## src/rtl/ones_count_pkg.sv

```systemverilog
// Shared types and default sizing for the ones-count arbiter.
// Build option: ONES_COUNT_ARBITER_EARLY_EXIT_EN (see ones_shift_counter).
package ones_count_pkg;

    localparam int unsigned DEF_WORD_SIZE    = 8;
    localparam int unsigned DEF_COUNTER_SIZE = 4;
    localparam int unsigned DEF_NUM_REQ      = 4;

    typedef enum logic [1:0] {
        S_IDLE  = 2'd0,
        S_COUNT = 2'd1,
        S_DONE  = 2'd2
    } state_e;

endpackage

```

## src/rtl/ones_shift_counter.sv

```systemverilog
// Serial ones counter: shifts the loaded word right one bit per cycle, accumulating bit 0.
// ONES_COUNT_ARBITER_EARLY_EXIT_EN ends the count once no set bits remain above bit 0.
module ones_shift_counter
    import ones_count_pkg::*;
#(
    parameter int unsigned WORD_SIZE    = DEF_WORD_SIZE,
    parameter int unsigned COUNTER_SIZE = DEF_COUNTER_SIZE
) (
    input  logic                    clk_i,
    input  logic                    rst_ni,
    input  logic                    load_i,
    input  logic                    shift_i,
    input  logic [WORD_SIZE-1:0]    data_i,
    output logic [COUNTER_SIZE-1:0] count_next_o,
    output logic                    last_o
);

    logic [WORD_SIZE-1:0]    temp_q;
    logic [COUNTER_SIZE-1:0] count_q;

    assign count_next_o = count_q + COUNTER_SIZE'(temp_q[0]);

    always_ff @(posedge clk_i or negedge rst_ni) begin
        if (!rst_ni) begin
            temp_q  <= '0;
            count_q <= '0;
        end else if (load_i) begin
            temp_q  <= data_i;
            count_q <= '0;
        end else if (shift_i) begin
            temp_q  <= temp_q >> 1;
            count_q <= count_next_o;
        end
    end

`ifdef ONES_COUNT_ARBITER_EARLY_EXIT_EN
    // temp <= 1: this shift consumes the last bit that can still be set
    assign last_o = ((temp_q >> 1) == '0);
`else
    localparam int unsigned CW = $clog2(WORD_SIZE + 1);

    logic [CW-1:0] cyc_q;

    always_ff @(posedge clk_i or negedge rst_ni) begin
        if (!rst_ni) begin
            cyc_q <= '0;
        end else if (load_i) begin
            cyc_q <= '0;
        end else if (shift_i) begin
            cyc_q <= cyc_q + 1'b1;
        end
    end

    assign last_o = (cyc_q == CW'(WORD_SIZE - 1));
`endif

endmodule

```

## src/rtl/ones_count_arbiter.sv

```systemverilog
// Round-robin arbiter serving one requester at a time with a serial ones count of its word.
// Build option: ONES_COUNT_ARBITER_EARLY_EXIT_EN shortens service to the highest set bit.
module ones_count_arbiter
    import ones_count_pkg::*;
#(
    parameter int unsigned WORD_SIZE    = DEF_WORD_SIZE,
    parameter int unsigned COUNTER_SIZE = DEF_COUNTER_SIZE,
    parameter int unsigned NUM_REQ      = DEF_NUM_REQ
) (
    input  logic                           clk,
    input  logic                           reset,
    input  logic [NUM_REQ-1:0]             req,
    input  logic [NUM_REQ*WORD_SIZE-1:0]   data,
    output logic [NUM_REQ-1:0]             grant,
    output logic                           busy,
    output logic [NUM_REQ-1:0]             done,
    output logic [COUNTER_SIZE-1:0]        bit_count
);

    localparam int unsigned PW = (NUM_REQ > 1) ? $clog2(NUM_REQ) : 1;

    state_e                  state_q, state_d;
    logic [NUM_REQ-1:0]      grant_q, grant_d;
    logic [NUM_REQ-1:0]      done_q, done_d;
    logic                    busy_q, busy_d;
    logic [COUNTER_SIZE-1:0] bc_q, bc_d;
    logic [PW-1:0]           ptr_q, ptr_d;

    logic                    pick_vld;
    logic [PW-1:0]           pick_idx;
    logic [PW-1:0]           pick_next;
    logic [WORD_SIZE-1:0]    pick_word;

    logic                    sc_load, sc_shift, sc_last;
    logic [COUNTER_SIZE-1:0] sc_count_next;

    // Scan from the pointer upward with wrap; first requester found wins.
    always_comb begin
        int unsigned idx;
        int unsigned nxt;
        idx       = 0;
        nxt       = 0;
        pick_vld  = 1'b0;
        pick_idx  = '0;
        pick_next = '0;
        for (int unsigned k = 0; k < NUM_REQ; k++) begin
            idx = int'(ptr_q) + k;
            if (idx >= NUM_REQ) idx = idx - NUM_REQ;
            if (!pick_vld && req[idx]) begin
                pick_vld = 1'b1;
                pick_idx = PW'(idx);
            end
        end
        nxt = int'(pick_idx) + 1;
        if (nxt >= NUM_REQ) nxt = 0;
        pick_next = PW'(nxt);
    end

    assign pick_word = data[pick_idx*WORD_SIZE +: WORD_SIZE];

    ones_shift_counter #(
        .WORD_SIZE    (WORD_SIZE),
        .COUNTER_SIZE (COUNTER_SIZE)
    ) u_counter (
        .clk_i        (clk),
        .rst_ni       (reset),
        .load_i       (sc_load),
        .shift_i      (sc_shift),
        .data_i       (pick_word),
        .count_next_o (sc_count_next),
        .last_o       (sc_last)
    );

    always_comb begin
        state_d  = state_q;
        grant_d  = grant_q;
        done_d   = '0;
        busy_d   = busy_q;
        bc_d     = bc_q;
        ptr_d    = ptr_q;
        sc_load  = 1'b0;
        sc_shift = 1'b0;
        unique case (state_q)
            S_IDLE: begin
                grant_d = '0;
                busy_d  = 1'b0;
                if (pick_vld) begin
                    state_d           = S_COUNT;
                    grant_d[pick_idx] = 1'b1;
                    busy_d            = 1'b1;
                    ptr_d             = pick_next;
                    sc_load           = 1'b1;
                end
            end
            S_COUNT: begin
                sc_shift = 1'b1;
                // Result is captured together with the final shift so it is valid alongside done.
                if (sc_last) begin
                    state_d = S_DONE;
                    busy_d  = 1'b0;
                    done_d  = grant_q;
                    bc_d    = sc_count_next;
                end
            end
            S_DONE: begin
                state_d = S_IDLE;
                grant_d = '0;
            end
            default: begin
                state_d = S_IDLE;
                grant_d = '0;
                busy_d  = 1'b0;
            end
        endcase
    end

    always_ff @(posedge clk or negedge reset) begin
        if (!reset) begin
            state_q <= S_IDLE;
            grant_q <= '0;
            done_q  <= '0;
            busy_q  <= 1'b0;
            bc_q    <= '0;
            ptr_q   <= '0;
        end else begin
            state_q <= state_d;
            grant_q <= grant_d;
            done_q  <= done_d;
            busy_q  <= busy_d;
            bc_q    <= bc_d;
            ptr_q   <= ptr_d;
        end
    end

    assign grant     = grant_q;
    assign done      = done_q;
    assign busy      = busy_q;
    assign bit_count = bc_q;

endmodule
```

## config.mk

```make
export PLATFORM = sky130hd
export DESIGN_NAME = ones_count_arbiter
export DESIGN_NICKNAME = d
export VERILOG_FILES = /design/src/rtl/ones_count_pkg.sv /design/src/rtl/ones_shift_counter.sv /design/src/rtl/ones_count_arbiter.sv
export SDC_FILE = /design/constraint.sdc
export NUM_CORES = 1
export LEC_CHECK = 0
export BUFFER_PORTS_ARGS = -buffer_cell sky130_fd_sc_hd__buf_2
export CORE_AREA = 2 2 61 63
export DETAILED_ROUTE_END_ITERATION = 7
export DIE_AREA = 0 0 63 65
export PLACE_DENSITY = 0.81
export SLEW_MARGIN = 20
export SYNTH_ARGS = -nofsm -noshare
export SYNTH_HDL_FRONTEND = slang
export SYNTH_SLANG_ARGS = --single-unit
```

## constraint.sdc

```tcl
create_clock -name clk -period 2 [get_ports clk]
set_input_delay 0 -clock clk [delete_from_list [all_inputs] [get_ports clk]]
set_output_delay 0 -clock clk [all_outputs]
set_load 0.02 [all_outputs]
```

# Word level (Yosys, flattened, before mapping)
# Cells that the tools add are included.
[word_totals]
elab_cells = 91
in_bits = 38
ff_bits = 33
out_inout_bits = 13
[op_classes]
eq_ne = 5
shift = 1
n_addsub = 10
bitwise_logic = 1
n_lt_le_gt_ge = 11
mux = 41
reduce_logical = 13
[ops]
columns = ["operator", "count"]
rows = [
  ["$lt A32 B3 Y1 const B", 4],
  ["$mux W32", 4],
  ["$shiftx A32 B6 Y8", 1],
  ["$mux W4", 7],
  ["$mux W8", 2],
  ["$mux W2", 7],
  ["$mux W1", 13],
  ["$ge A3 B3 Y1 const B", 4],
  ["$sub A3 B3 Y4 const B", 3],
  ["$bmux W1 S2", 4],
  ["$pmux W4 S2", 1],
  ["$reduce_and A2 Y1", 4],
  ["$add A2 B1 Y3 const B", 2],
  ["$add A2 B2 Y3 const B", 2],
  ["$add A4 B1 Y4", 1],
  ["$add A4 B1 Y4 const B", 1],
  ["$eq A4 B3 Y1 const B", 1],
  ["$logic_and A1 B1 Y1", 4],
  ["$ne A2 B2 Y1 const B", 2],
  ["$pmux W2 S2", 1],
  ["$sub A2 B3 Y4 const B", 1],
  ["$ge A2 B3 Y1 const B", 1],
  ["$logic_not A1 Y1", 3],
  ["$lt A2 B3 Y1 const B", 1],
  ["other kinds (8)", 8],
]

# Logic depth before layout (Yosys ltp)
# Gate-level depths: netlist of the first run.
[logic_depth]
ltp_word = 20
ltp_mapped = 8

# Modules after synthesis
# Synthesis of the first run repeated with hierarchy kept, for this count alone.
[hier_totals]
cells_unflattened = 168
hier_area_um2 = 1834.3
[by_module_without_submodules]
columns = ["module", "area_per_inst_um2", "cells_per_inst", "instances"]
rows = [
  ["ones_count_arbiter", 1002.2, 94, 1],
  ["ones_shift_counter", 832.0, 74, 1],
]

# Least setup slack after synthesis of the first run
# OpenSTA, ideal clock, no wires.
[synth_timing]
path_type = "reg2reg"
start = "register ptr_q[0]"
end = "register ptr_q[1]"
path_slack_ns = 0.242
arrival_ns = 1.634
path_buffers = 2
synth_period_minus_slack_ns = 1.758
path_stages_with_launch = 9
setup_time_ns = 0.125
path_cell_list = "dfrtp_1 nor2b_4 a21oi_2 o221ai_1 buf_6 buf_12 inv_1 ha_1 mux2_2"
[synth_between]
elab_chain_len = 17
elab_cells_between_ends = 41
[synth_lines]
columns = ["item", "line_no", "text"]
rows = [
  ["start: declaration", "ones_count_arbiter.sv:27", "logic [PW-1:0] ptr_q, ptr_d;"],
  ["start signal: assignment", "ones_count_arbiter.sv:131", "ptr_q <= ptr_d;"],
  ["branches (longest 13 deep; another with $sub A3 B3 Y4)", "-", ""],
  ["$mux W2 (*)", "ones_count_arbiter.sv:49", "if (!pick_vld && req[idx]) begin"],
  ["$add A2 B1 Y3 (*)", "ones_count_arbiter.sv:54", "nxt = int'(pick_idx) + 1;"],
  ["$ge A3 B3 Y1", "ones_count_arbiter.sv:55", "if (nxt >= NUM_REQ) nxt = 0;"],
  ["$mux W2 (*)", "ones_count_arbiter.sv:55", ""],
  ["net pick_next[1]", "ones_count_arbiter.sv:31", "logic [PW-1:0] pick_next;"],
]
# Mark *: on every way through the listed nets, which the timed path passes. The select of a mux whose other input is x is not followed.
# A chain may end at the register's enable or synchronous reset.

# Worst setup path in the final report of the first run
[layout_timing]
start = "register ptr_q[1]"
end = "register u_counter.temp_q[5]"
[layout_between]
elab_chain_len = 17
elab_cells_between_ends = 42
[layout_lines]
columns = ["item", "line_no", "text"]
rows = [
  ["branches (longest 17 deep; another with $sub A3 B3 Y4)", "-", ""],
  ["end signal: assignment", "ones_shift_counter.sv:28", "temp_q <= data_i;"],
  ["end signal: assignment", "ones_shift_counter.sv:31", "temp_q <= temp_q >> 1;"],
  ["end: declaration", "ones_shift_counter.sv:18", "logic [WORD_SIZE-1:0] temp_q;"],
]
# Several ways; the timed one is not identified. The select of a mux whose other input is x is not followed.

==> metrics.md, run 1 <==
| Metric | Value |
|---|---|
| Mapped Area | `0.00169 mm2` |
| Final wirelength | `3870 um` |
| Slew @ Worst Pin | `729 ps` |
| Final setup fails | `0` |
| Max FO, Critical Path | `9` |
| Ys Warns | `0` |
| Pwr dens | `1140 mW/mm2` |
| Mapped Cells | `147` |
| Min Hold Slack | `7.71 ps` |
| Clock Skew | `11.0 ps` |
| Vias in the first global route | `1538` |
| DRT Pass-1 Iters | `4` |
| Clock Power Share | `0.135` |
| Hold/Removal Path Class | `in -> reg` |
| Top Ports | `51` |
| Inst Count DP | `242` |
| Startpoint Class | `register` |
| Syn-to-layout area delta | `35.9%` |
| CTS tree | `done` |
| Nets | `272` |
| Initial drt markers | `59` |
| Final ANT Viol Nets | `0` |
| Total track usage | `0.209` |
| RSZ-0062 raised after global routing | `false` |
| Critical Path RT | `2200 ps` |
| LEAKAGE | `1.14 nW` |
| Via count | `1424` |
| Die W | `63 um` |
| Post-CTS Setup Bufs | `0` |
| CTS root buf | `clkbuf_4` |
| Max clock buf depth | `2` |
| Die Height | `65 um` |
| Cell Int Power | `0.00161 W` |
| Max-slew headroom | `0.514` |
| Port Buffers | `50` |
| Share of layout cells above drive strength 1 | `0.316` |
| Placer congestion estimate | `0.739` |
| Post-DP HPWL | `2450 um` |
| GRT overflow | `0` |
| Seq/Total Area, Yosys | `0.489` |
| Comb power frac | `0.446` |
| Initial antenna violation count | `0` |
| Total negative setup slack | `0 ps` |
| Final hold viol count | `0` |
| Reg power frac | `0.419` |
| CP delay by family, top | `compound AO/OA/AOI/OAI gates` |
| Crit-path cells | `a21o_1 > a21boi_0 > o22a_1 > nand2b_1 > o221ai_1` |
| Fmax | `602 MHz` |
| Post-synth ARST share | `1.00` |
| Fin crit share | `0.830` |
| Slowest cell on the critical path | `dfrtp_1` |
| Starting Density | `0.484` |
| Routed wire per std cell | `13.9 um` |
| Post-Syn Nets | `189` |
| Predominant post-synthesis flop cell | `dfrtp_1` |
| Core Region | `0.00350 mm2` |
| Final non-filler cell total | `279` |
| H-tree Lvls | `2` |
| CP arrival | `1860 ps` |
| Clock Latency Late Sink | `340 ps` |
| Number of flops mapped to enable cells by yosys | `0` |
| Largest net degree at the start of global routing | `34` |
| Num CTS Buffers | `5` |
| Antenna cells | `0` |
| Synth cell types | `39` |
| Row Count | `22` |
| WP buf/inv | `0` |
| Clock sink count | `33` |
| Status | `completed` |
| Remaining DRCs | `0` |
| First-pass GRT wire length | `6710 um` |
| Sw power | `0.00100 W` |
| WS Path Type | `reg -> reg` |
| CP max stage delay | `460 ps` |
| Sw Share | `0.384` |
| Clock-pin slew on the worst setup and hold paths | `100 ps` |
| Seq cells post-synth | `33` |
| Via/cell ratio | `5.10` |
| Max IR drop VDD | `526 uV` |
| CP Capture Type | `register` |
| Syn Area/Cell | `11.5 um2` |
| Crit path time final | `1660 ps` |
| DIE AREA | `0.00410 mm2` |
| Maximum Capacitance Violations | `0` |
| Final max-slew violation count | `0` |
power groups by stage:
stage | Clock [W] | Sequential, W | Combinational, W
after global placement | 0 | 0.00109 | 0.00109
after global routing | 0.000399 | 0.00113 | 0.00130
final | 0.000353 | 0.00110 | 0.00117
after detailed placement | 0 | 0.00111 | 0.00113
after CTS | 0.000363 | 0.00110 | 0.00118
after floorplan | 0 | 0.00117 | 0.000807
final timing paths:
check | start | end | slack [ps] | cells past startpoint
worst max-delay path | ptr_q[1]$_DFFE_PN0P_ | u_counter.temp_q[5]$_DFFE_PN0P_ | 340 | 5
worst min-delay path | data[5] | u_counter.temp_q[5]$_DFFE_PN0P_ | 8 | 3
worst max register to register | ptr_q[1]$_DFFE_PN0P_ | u_counter.temp_q[5]$_DFFE_PN0P_ | 340 | 5
worst min register to register | u_counter.temp_q[7]$_DFFE_PN0P_ | u_counter.temp_q[7]$_DFFE_PN0P_ | 500 | 2
max in group asynchronous | reset | u_counter.count_q[1]$_DFFE_PN0P_ | 1290 | 2
min in group asynchronous | reset | grant[2]$_DFFE_PN0N_ | 240 | 2
routing by layer:
metal / routed length (um) / GRT usage / part of all wire / vias to the layer above
met5: 0 / 0 / 0 / -
met4: 30 / 0.0500 / 0.0077 / 0
met3: 210 / 0.0729 / 0.054 / 4
met2: 2050 / 0.384 / 0.53 / 42
met1: 1580 / 0.231 / 0.41 / 669
li1: - / - / - / 709
flip-flops by register name, indices dropped and copies added, names as in the netlist:
name	cells
u_counter.temp_q	8
state_q	2
ptr_q	2
done	4
u_counter.count_q	4
u_counter.cyc_q	4
grant	4
bit_count	4
busy	1
cell usage after synthesis (3+ instances only):
cell type / n / area [um2]
nand2_1: 10 / 37.5
a22oi_1: 7 / 52.6
ha_1: 4 / 50.1
o21ai_0: 6 / 30.0
buf_6: 3 / 33.8
inv_1: 3 / 11.3
and2_1: 5 / 31.3
a22o_2: 3 / 30.0
xor2_1: 3 / 26.3
dfrtp_1: 33 / 826
mux2_2: 3 / 33.8
nor2_1: 9 / 33.8
a21oi_1: 4 / 20.0
mux2i_1: 16 / 160
o221ai_1: 9 / 78.8
cells in the final DEF (no fill, tap or decap), drive strengths merged:
cell type | synthesis | layout
buf | 7 | 54
dfrtp | 33 | 33
dlygate4sd3 | 0 | 29
mux2i | 16 | 16
nand2 | 11 | 11
nor2 | 10 | 10
o221ai | 9 | 9
clkbuf | 0 | 8
a22oi | 7 | 7
o21ai | 7 | 7
and2 | 5 | 5
a21oi | 5 | 5
ha | 4 | 4
a22o | 4 | 4
inv | 3 | 3
xor2 | 3 | 3
mux2 | 3 | 3
nor2b | 3 | 3
nand2b | 2 | 2
nand3b | 2 | 2
a21o | 2 | 2
nor3 | 2 | 2
a21boi | 1 | 1
o22a | 1 | 1
nor4 | 1 | 1
or2 | 1 | 1
o211a | 1 | 1
xnor2 | 1 | 1
nand4 | 1 | 1
a31o | 1 | 1
nand3 | 1 | 1
worst reg2reg max path: cells and delay by family, from the launching register on:
kind / cells / cell delay, ps
AO/OA/AOI/OAI: 4 / 730
flip-flops: 1 / 460
AND/OR/NAND/NOR: 1 / 330
cells by family after synthesis:
logic type	count (synthesis)	share of synthesized area
simple gates	39	0.123
compound gates	38	0.170
flops	33	0.489
mux	19	0.115
buf+inv	10	0.0533
xor+xnor	4	0.0207
fa+ha+maj	4	0.0296
stage by stage:
stage	cell area [um2]	util	power [W]	worst slack, ps
finish	2300	0.657	0.00262	340
global route	2300	0.657	0.00282	188
CTS	2300	0.657	0.00264	316
detailed placement	1960	0.560	0.00224	330
global placement	1960	0.560	0.00218	395
floorplan	1690	-	0.00197	242
final cells by class:
class / instances / area, um2
repair buffers: 83 / 571
well taps: 48 / 60.1
clock buffers: 8 / 48.8
flip-flops and latches: 33 / 826
inverters: 3 / 11.3
multi-input cells: 104 / 781
fillers: 283 / 1200
repair_timing:
action                                 in CTS  in global routing
endpoints found under the hold margin      40                  0
setup endpoints to repair                   0                  0
resized for setup                           0                  0
hold buffers                               29                  0
No activity file was read; power rests on OpenSTA's default activity.
==> run 2: changes to the inputs <==
Clock period 2 ns to 1.6 ns, I/O delays scaled along.
==> metrics.md, run 2 (synthesis gave the netlist of run 1 again) <==
| Metric | Value |
|---|---|
| Status | `finished with violations` |
| Max clock buf depth | `2` |
| Hold/Removal Path Class | `in -> reg` |
| Starting Density | `0.484` |
| Via/cell ratio | `5.29` |
| CP arrival | `1780 ps` |
| Slew @ Worst Pin | `710 ps` |
| Nets | `275` |
| Initial drt markers | `58` |
| Fin crit share | `0.976` |
| Crit-path cells | `nor2b_4 > a21oi_2 > o221ai_4 > buf_12 > mux2i_1 > o221ai_2` |
| Die Height | `65 um` |
| RSZ-0062 raised after global routing | `true` |
| CP max stage delay | `450 ps` |
| WS Path Type | `reg -> reg` |
| LEAKAGE | `1.18 nW` |
| Vias in the first global route | `1531` |
| Remaining DRCs | `0` |
| First-pass GRT wire length | `6330 um` |
| Max FO, Critical Path | `16` |
| DIE AREA | `0.00410 mm2` |
| Final ANT Viol Nets | `0` |
| CP Capture Type | `register` |
| Num CTS Buffers | `5` |
| Reg2reg setup slack | `40 ps` |
| Die W | `63 um` |
| Most common cell after layout, fill and taps aside | `buf_2` |
| Final WS setup | `38.2 ps` |
| Cell count of the worst reg-to-reg path | `6` |
| DRT Pass-1 Iters | `4` |
| Final setup fails | `0` |
| Clock Latency Late Sink | `340 ps` |
| Fmax | `640 MHz` |
| Pwr dens | `1460 mW/mm2` |
| Placer congestion estimate | `0.795` |
| CTS root buf | `clkbuf_4` |
| Top Ports | `51` |
| Clock sink count | `33` |
| Slowest cell on the critical path | `dfrtp_2` |
| CTS tree | `done` |
| Share of layout cells above drive strength 1 | `0.375` |
| H-tree Lvls | `2` |
| Worst Hold Depth | `3` |
| Max-slew headroom | `0.526` |
| Endpoint, Worst Hold | `u_counter.temp_q[5]$_DFFE_PN0P_` |
| Max reg flops | `8` |
| Worst r2r dst | `u_counter.temp_q[1]$_DFFE_PN0P_` |
| Final wirelength | `3780 um` |
| Antenna cells | `0` |
| Final max-slew violation count | `0` |
| Initial antenna violation count | `0` |
| Crit path time final | `1560 ps` |
| Syn-to-layout area delta | `41.7%` |
| GRT overflow | `0` |
| Max IR drop VDD | `605 uV` |
| PnR Total Power | `0.00349 W` |
| Post-DP HPWL | `2450 um` |
| Largest net degree at the start of global routing | `34` |
| Largest reg by FF count | `u_counter.temp_q` |
| Failing checks | `negative hold slack` |
| Startpoint Class | `register` |
| Clock Skew | `14.0 ps` |
| Core Region | `0.00350 mm2` |
| Reg2Reg Launch Point | `ptr_q[0]$_DFFE_PN0P_` |
| Most frequent cells in the layout | `buf_2, dfrtp_1, dlygate4sd3_1, mux2i_1, nand2_1` |
| Total track usage | `0.199` |
| Min-delay src | `data[29]` |
| Worst slack, placed | `-88.8 ps` |
| Final Util | `0.685` |
| Clock-pin slew on the worst setup and hold paths | `100 ps` |
| Critical Path RT | `1820 ps` |
| Final hold viol count | `1` |
| Via count | `1481` |
| Routed wire per std cell | `13.5 um` |
| Row Count | `22` |
| Maximum Capacitance Violations | `0` |
| Post-CTS Setup Bufs | `0` |
| Port Buffers | `50` |
| Min Hold Slack | `-1.07 ps` |
run 2: repair_timing:
action	in CTS	in global routing
endpoints found under the hold margin	41	0
hold buffers	27	0
cloned	0	0
setup endpoints to repair	10	8
resized for setup	4	5
pin swaps	1	0
run 2: how the worst max path moves through the flow:
stage	startpoint	to	slack (ps)	cells after the start
2_1_floorplan	ptr_q[0]$_DFFE_PN0P_	ptr_q[1]$_DFFE_PN0P_	-20	8
3_3_place_gp	ptr_q[1]$_DFFE_PN0P_	u_counter.temp_q[7]$_DFFE_PN0P_	-50	5
3_5_place_dp	ptr_q[1]$_DFFE_PN0P_	u_counter.temp_q[7]$_DFFE_PN0P_	-90	5
4_1_cts	ptr_q[0]$_DFFE_PN0P_	u_counter.temp_q[3]$_DFFE_PN0P_	40	6
5_1_grt	ptr_q[0]$_DFFE_PN0P_	u_counter.temp_q[1]$_DFFE_PN0P_	-50	6
6_report	ptr_q[0]$_DFFE_PN0P_	u_counter.temp_q[1]$_DFFE_PN0P_	40	6
run 2: worst max-delay path, delay by kind of cell, from the launching register on:
family	cells	cell delay [ps]
flip-flops	1	450
buffers and inverters	1	210
multiplexers	1	250
AO/OA/AOI/OAI	3	400
AND/OR/NAND/NOR	1	130
run 2: through the flow:
stage	cells	TNS, ps	area [um2]
after floorplan	147	-17.0	1720
after global placement	247	-268	2040
after detailed placement	247	-556	2040
after CTS	280	0	2370
after global routing	280	-167	2390
final	280	0	2390
run 2: routing by layer:
metal  vias up  part of all wire  wire length (um)  track usage
met3         7             0.053               200       0.0590
met5         -                 0                 0            0
met4         0             0.010                38       0.0500
li1        717                 -                 -            -
met1       712              0.41              1560        0.216
met2        45              0.52              1980        0.376
run 2: where the power goes:
group	total (W)	internal, W	switching (W)
combinational	0.00172	0.000855	0.000868
sequential	0.00135	0.00114	0.000212
clock	0.000411	0.000152	0.000259
total	0.00349	0.00215	0.00134
run 2: layout make-up:
| cell class | instances | area, um2 |
|---|---|---|
| Clock buffer | 5 | 37.5 |
| Timing Repair Buffer | 86 | 613 |
| Tap cell | 48 | 60.1 |
| Clock inverter | 1 | 5.00 |
| Fill cell | 276 | 1100 |
| Multi-Input combinational cell | 104 | 838 |
| Sequential cell | 33 | 827 |
| Inverter | 3 | 13.8 |
